<file path="src/rtl/tdm_pkg.sv">
// Shared definitions for the TDM channel mux/demux pair.
//   tdm_state_t : receive-side framing FSM states
//   WIDTH_DEF   : default per-channel word width
//   CH_X / CH_Y : channel select encodings (same on transmit and receive side)
package tdm_pkg;

   typedef enum logic [1:0] {
      WAIT_SYNC = 2'd0,
      EXPECT_Y  = 2'd1,
      EXPECT_X  = 2'd2
   } tdm_state_t;

   localparam int   WIDTH_DEF = 3;
   localparam logic CH_X      = 1'b0;
   localparam logic CH_Y      = 1'b1;

endpackage

</file>
<file path="src/rtl/sat_counter.sv">
// Saturating up-counter: increments on inc, sticks at all-ones, clears only on reset.
//   clk   : rising-edge clock
//   rst   : asynchronous active-high reset
//   inc   : count one event this cycle
//   count : current count (registered)
module sat_counter #(
   parameter int W = 4
) (
   input  logic         clk,
   input  logic         rst,
   input  logic         inc,
   output logic [W-1:0] count
);

   logic [W-1:0] r_count;

   always_ff @(posedge clk or posedge rst) begin
      if (rst)
         r_count <= '0;
      else if (inc && (r_count != {W{1'b1}}))
         r_count <= r_count + 1'b1;
   end

   assign count = r_count;

endmodule

</file>
<file path="src/rtl/tdm_demux_1_to_2.sv">
// Receive side of the 2-to-1 TDM channel mux. Locks onto the start-of-frame
// marker, steers alternating slots into X and Y, publishes a coherent {X,Y}
// pair once per frame and counts framing errors.
//   CLOCK_50   : rising-edge clock
//   reset      : asynchronous active-high reset
//   din        : shared-bus word, din_valid qualifies it, sof marks the X slot
//   x_out/y_out, x_valid/y_valid : last captured words and update pulses
//   pair_x/pair_y, pair_valid    : last complete frame and its update pulse
//   sel_out    : channel last written (CH_X / CH_Y)
//   locked     : FSM is framed (EXPECT_Y or EXPECT_X)
//   err_cnt    : saturating framing-error count
module tdm_demux_1_to_2
   import tdm_pkg::*;
#(
   parameter int WIDTH = WIDTH_DEF,
   parameter int ERR_W = 4
) (
   input  logic             CLOCK_50,
   input  logic             reset,
   input  logic [WIDTH-1:0] din,
   input  logic             din_valid,
   input  logic             sof,
   output logic [WIDTH-1:0] x_out,
   output logic [WIDTH-1:0] y_out,
   output logic             x_valid,
   output logic             y_valid,
   output logic [WIDTH-1:0] pair_x,
   output logic [WIDTH-1:0] pair_y,
   output logic             pair_valid,
   output logic             sel_out,
   output logic             locked,
   output logic [ERR_W-1:0] err_cnt
);

   tdm_state_t       r_state;
   logic [WIDTH-1:0] r_x_out, r_y_out, r_pair_x, r_pair_y;
   logic             r_x_valid, r_y_valid, r_pair_valid, r_sel, r_locked;
   logic             w_err_inc;

   // Framing error: a second sof while a Y slot is due, or a non-sof word
   // where the next frame start should be.
   assign w_err_inc = din_valid &&
                      (((r_state == EXPECT_Y) &&  sof) ||
                       ((r_state == EXPECT_X) && !sof));

   always_ff @(posedge CLOCK_50 or posedge reset) begin
      if (reset) begin
         r_state      <= WAIT_SYNC;
         r_x_out      <= '0;
         r_y_out      <= '0;
         r_pair_x     <= '0;
         r_pair_y     <= '0;
         r_x_valid    <= 1'b0;
         r_y_valid    <= 1'b0;
         r_pair_valid <= 1'b0;
         r_sel        <= 1'b0;
         r_locked     <= 1'b0;
      end else begin
         r_x_valid    <= 1'b0;
         r_y_valid    <= 1'b0;
         r_pair_valid <= 1'b0;
         if (din_valid) begin
            case (r_state)
               WAIT_SYNC: begin
                  if (sof) begin
                     r_x_out   <= din;
                     r_x_valid <= 1'b1;
                     r_sel     <= CH_X;
                     r_state   <= EXPECT_Y;
                     r_locked  <= 1'b1;
                  end
               end
               EXPECT_Y: begin
                  if (sof) begin
                     // Y slot went missing: restart the frame on this word.
                     r_x_out   <= din;
                     r_x_valid <= 1'b1;
                     r_sel     <= CH_X;
                  end else begin
                     r_y_out      <= din;
                     r_y_valid    <= 1'b1;
                     r_sel        <= CH_Y;
                     // x_out still holds this frame's X, so the pair is coherent.
                     r_pair_x     <= r_x_out;
                     r_pair_y     <= din;
                     r_pair_valid <= 1'b1;
                     r_state      <= EXPECT_X;
                  end
               end
               EXPECT_X: begin
                  if (sof) begin
                     r_x_out   <= din;
                     r_x_valid <= 1'b1;
                     r_sel     <= CH_X;
                     r_state   <= EXPECT_Y;
                  end else begin
                     r_state  <= WAIT_SYNC;
                     r_locked <= 1'b0;
                  end
               end
               default: begin
                  r_state  <= WAIT_SYNC;
                  r_locked <= 1'b0;
               end
            endcase
         end
      end
   end

   sat_counter #(.W(ERR_W)) u_err_cnt (
      .clk   (CLOCK_50),
      .rst   (reset),
      .inc   (w_err_inc),
      .count (err_cnt)
   );

   assign x_out      = r_x_out;
   assign y_out      = r_y_out;
   assign x_valid    = r_x_valid;
   assign y_valid    = r_y_valid;
   assign pair_x     = r_pair_x;
   assign pair_y     = r_pair_y;
   assign pair_valid = r_pair_valid;
   assign sel_out    = r_sel;
   assign locked     = r_locked;

endmodule

</file>
<file path="config.mk">
export PLATFORM = sky130hd
export DESIGN_NAME = tdm_demux_1_to_2
export DESIGN_NICKNAME = d
export VERILOG_FILES = /design/src/rtl/tdm_pkg.sv /design/src/rtl/sat_counter.sv /design/src/rtl/tdm_demux_1_to_2.sv
export SDC_FILE = /design/constraint.sdc
export NUM_CORES = 1
export LEC_CHECK = 0
export CORE_UTILIZATION = 40
export CTS_CLUSTER_DIAMETER = 60
export DETAILED_ROUTE_END_ITERATION = 8
export HOLD_SLACK_MARGIN = 0.15
export PLACE_DENSITY = 0.83
export RECOVER_POWER = 25
export SLEW_MARGIN = 10
export SYNTH_ARGS = -nofsm -noshare
export SYNTH_HDL_FRONTEND = slang
export SYNTH_HIERARCHICAL = 1
export SYNTH_SLANG_ARGS = --single-unit
</file>
<file path="constraint.sdc">
create_clock -name CLOCK_50 -period 2.52 [get_ports CLOCK_50]
set_clock_uncertainty 0.15 [all_clocks]
set_input_delay 0.756 -clock CLOCK_50 [delete_from_list [all_inputs] [get_ports CLOCK_50]]
set_output_delay 0.756 -clock CLOCK_50 [all_outputs]
set_load 0.02 [all_outputs]
</file>
Word-level counts from Yosys, hierarchy flattened
Cells that the tools add are included.
W data, S select, Z words.
- add/subtract/negate cells: 1
- equality and inequality tests: 7
- multiplexer cells: 15
- bitwise operators: 2
- reductions and logical operators: 15
- operators with widths (kind ; count):
    $reduce_and A3 Y1 ; 4
    $mux W1 ; 10
    $ne A2 B2 Y1 const B ; 3
    $pmux W2 S3 ; 1
    $add A4 B1 Y4 const B ; 1
    $logic_and A1 B1 Y1 ; 4
    $mux W2 ; 2
    $ne A4 B4 Y1 const B ; 1
    $reduce_and A4 Y1 ; 1
    $pmux W1 S3 ; 1
    $reduce_or A3 Y1 ; 1
    $eq A2 B1 Y1 const B ; 1
    $eq A2 B2 Y1 const B ; 1
    $logic_not A2 Y1 ; 1
    $ne A2 B1 Y1 const B ; 1
    $not A1 Y1 ; 2
    $pmux W1 S2 ; 1
    $reduce_bool A2 Y1 ; 1
    $reduce_or A2 Y1 ; 1
    $logic_not A1 Y1 ; 1
    $logic_or A1 B1 Y1 ; 1
- flip-flop bits (word level): 19
- input port bits: 7
- output and inout port bits: 21
- word-level logic and storage cells: 49

Logic depth before layout (Yosys ltp)
- depth in word-level cells: 5
- depth in mapped cells: 5
- depth with buffers taken out: 5

By module
The synthesis kept the hierarchy.
- by module, submodules not included (module ; instances ; cells each ; area each (µm²) ; sequential area each (µm²)):
    tdm_demux_1_to_2 ; 1 ; 48 ; 653.1 ; 375.4
    sat_counter ; 1 ; 21 ; 214.0 ; 100.1

Least setup slack after synthesis
No wires, ideal clock.
- path kind: input -> register
- from: input sof
- to: register u_err_cnt.r_count[3] (netlist: u_err_cnt/count[3])
- library setup time: 0.128 ns
- arrival time: 1.627 ns
- data required time: 2.242 ns
- path slack: 0.615 ns
- cell stages on the path: 5
- path buffers: 0
- cells stage by stage: nor2_1 -> nand2_1 -> a21oi_1 -> nand4_1 -> mux2_1
- word-level cells in the longest chain between the ends: 5
- elaborated cells between the ends (all ways): 6
- classes of those cells: reduce/logical (6)
- RTL lines (item ; line ; text):
    start, declared ; tdm_demux_1_to_2.sv:22 ; input logic sof,
    $logic_not A1 Y1 ; tdm_demux_1_to_2.sv:44 ; ((r_state == EXPECT_X) && !sof));
    $logic_and A1 B1 Y1 ; tdm_demux_1_to_2.sv:44 ;
    $logic_or A1 B1 Y1 (*) ; tdm_demux_1_to_2.sv:43 ; (((r_state == EXPECT_Y) && sof) ||
    $logic_and A1 B1 Y1 (*) ; tdm_demux_1_to_2.sv:42 ; assign w_err_inc = din_valid &&
    net w_err_inc ; tdm_demux_1_to_2.sv:38 ; logic w_err_inc;
    $logic_and A1 B1 Y1 (*) ; sat_counter.sv:20 ; else if (inc && (r_count != {W{1'b1}}))
    end signal, assigned ; sat_counter.sv:21 ; r_count <= r_count + 1'b1;
    end, declared ; sat_counter.sv:15 ; logic [W-1:0] r_count;
The timed path passes the listed nets; every way through them passes the cells marked *.
A chain may end at the register's enable or synchronous reset.

Worst setup path in the final report
- from: register u_err_cnt.r_count[2] (netlist: u_err_cnt/count[2])
- to: output err_cnt[2]
- RTL lines (item ; line ; text):
    end, declared ; tdm_demux_1_to_2.sv:32 ; output logic [ERR_W-1:0] err_cnt
No word-level cell between the ends.

==> run summary <==
Status: completed
Startpoint class of the critical path: flip-flop
NumNets Final: 106
Drt total wl: 1620 um
PD cells: 966 nW/um^2
CP top delay family: buffers and inverters
Multi-input logic area: 332 sq um
Die span in y: 48.6 um
Core ar.: 2000 sq um
First-pass DRT Iterations: 4
Vias in the first global route: 572
Yosys warns: 6
Max_cap viols: 0
CTS max path bufs: 2
CTS tree: yes
Seq/Total Area, Yosys: 0.548
Final Hold Violating Endpoints: 0
Die Wd: 48.6 um
Fin crit share: 0.909
Worst path bufs/invs: 1
Wire per inst: 13.0 um
Reg2Reg Depth: 3
Largest net degree at the start of global routing: 16
Clock slew at reported path FFs: 0.10 ns
Cell count after synthesis: 69
EDFF count, synth: 0
Initial Util: 0.433
Iter 0 DRT Violations: 5
Vias per std cell: 5.08
Leak Pwr: 0.000521 uW
Routed Antenna Nets: 0
Syn_nets: 77
Post-synth top cells: dfrtp_1, mux2_4, inv_1
Setup CP Type: reg2out
Largest fanout on the critical path: 7
CP Data Required Time: 1.61 ns
Fill cells: 166
Final Setup Violations: 0
Largest stage delay, worst path: 0.65 ns
Port bufs: 27
Yosys top cell area share: 0.548
Slew headroom: 0.638
RR Startpoint: r_state[1]
Unrepaired setup endpoints after global routing: false
Reg2reg end: pair_y[0]
CP max-delay cell: clkdlybuf4s50_1
CTS H-tree lvls: 1
Most used DFF post-synth: dfrtp_1
Achievable frequency: 436 MHz
CTS Hold Bufs: 0
Area contributors post-synth: dfrtp_1, mux2_4, mux2_2
Die area: 2360 sq um
Netlist Area Pre-Place: 867 sq um
Worst Setup EP: err_cnt[2]
Drc violations: 0
Hold Crit Class: reg2reg
FP Rows: 16
Setup TNS: 0 ns
Register area: 475 sq um
Global-route wire length before repair: 2670 um
Unique masters post-synth: 24
Root Driver: clkbuf_4
Top cell type by total area after synthesis: dfrtp_1
Area delta synth->final: 35.2%
CP Depth: 1
DR vias: 630
CTS Buf Count: 3
Endpoint class of the critical path: primary output
# Post-CTS Setup Buffers: 0
Count leader, synth: dfrtp_1
Tightest Pin Transition: 0.543 ns
Final worst path period need: 2.29 ns
Post-CTS sizing: 0
Asr flop ratio synth: 1.00
Peak VDD IR: 0.405 mV
Ratio of cells with drive above 1 in the final layout: 0.186
Yosys reg bits: 19
# IOs: 28
N_diodes: 0
Critical Path, Cell by Cell: clkdlybuf4s50_1
Initial antenna violation count: 0
Post-DP HPWL: 1180 um
Timing startpoint of the critical path: u_err_cnt/count[2]
Synth Area per Inst: 12.6 sq um
Fin Hold WS: 0.378 ns
GRT overflow: 0
FF-to-FF setup slack: 0.91 ns
Max Slew Vio Count: 0
Routability cong.: 0.774
WP data arrival: 1.39 ns
CTS Sinks: 19
Tot GR Track Use: 0.146
Clock latency on the worst-skew pair: 0.28 ns
-- through the flow --
| step | worst slack [ns] | instance area, sq um | utilization | total power [uW] | instances |
|---|---|---|---|---|---|
| 3_5_place_dp | 0.0926 | 1140 | 0.572 | 993 | 120 |
| 6_report | 0.228 | 1170 | 0.586 | 1130 | 124 |
| 2_1_floorplan | 0.615 | 867 | - | 765 | 69 |
| 4_1_cts | 0.224 | 1170 | 0.586 | 1140 | 124 |
| 3_3_place_gp | 0.159 | 1140 | 0.572 | 977 | 120 |
| 5_1_grt | 0.160 | 1170 | 0.586 | 1190 | 124 |
-- cells in the final DEF, fill, tap and decap left out, types with 2 or more instances in the layout --
cell              n
o211ai_1          2
nand2_1           4
nand2b_1          4
dfrtp_1          19
a21o_2            2
mux2_2            3
inv_1             5
buf_4             2
a31oi_1           2
clkdlybuf4s50_1  26
mux2_4            6
nand4_1           3
a21oi_1           3
clkbuf_4          3
-- sequential cells by signal (all words and copies together), names as in the netlist --
register         count
pair_x               3
sel_out              1
locked               1
x_out                3
x_valid              1
u_err_cnt/count      4
pair_y               3
pair_valid           1
r_state              2
-- per-layer routing --
layer | global-route usage | up-vias | share of wire
met2 | 0.242 | 17 | 0.53
met3 | 0.0126 | 2 | 0.032
li1 | - | 296 | -
met1 | 0.199 | 315 | 0.43
met4 | 0.0588 | 0 | 0.0087
met5 | 0 | - | 0
-- kinds of logic after synthesis --
kind of cell,share of synthesized area
flops,0.548
buf+inv,0.0693
fa+ha+maj,0.0144
simple gates,0.120
mux,0.156
compound gates,0.0923
-- area by class of cell --
type,instances,share of cell area
clock buffers,3,0.0192
repair buffers,29,0.243
flip-flops and latches,19,0.406
well taps,27,0.0288
multi-input cells,40,0.283
clock inverters,1,0.00427
inverters,5,0.0160
-- worst min path at each step --
stage          startpoint                 end  slack (ns)  cells after the start
3_3_place_gp    pair_x[1]           pair_x[1]        0.35                      1
6_report        pair_x[0]           pair_x[0]        0.38                      1
5_1_grt         pair_x[2]           pair_x[2]        0.40                      1
4_1_cts         pair_x[2]           pair_x[2]        0.39                      1
3_5_place_dp    pair_x[0]           pair_x[0]        0.36                      1
2_1_floorplan       reset  u_err_cnt/count[0]        0.37                      1
-- report_power, final --
part | internal [uW] | switching (uW)
logic | 274 | 227
clock network | 58.9 | 88.5
registers | 390 | 94.7
Power figures use the tool's default switching activity.
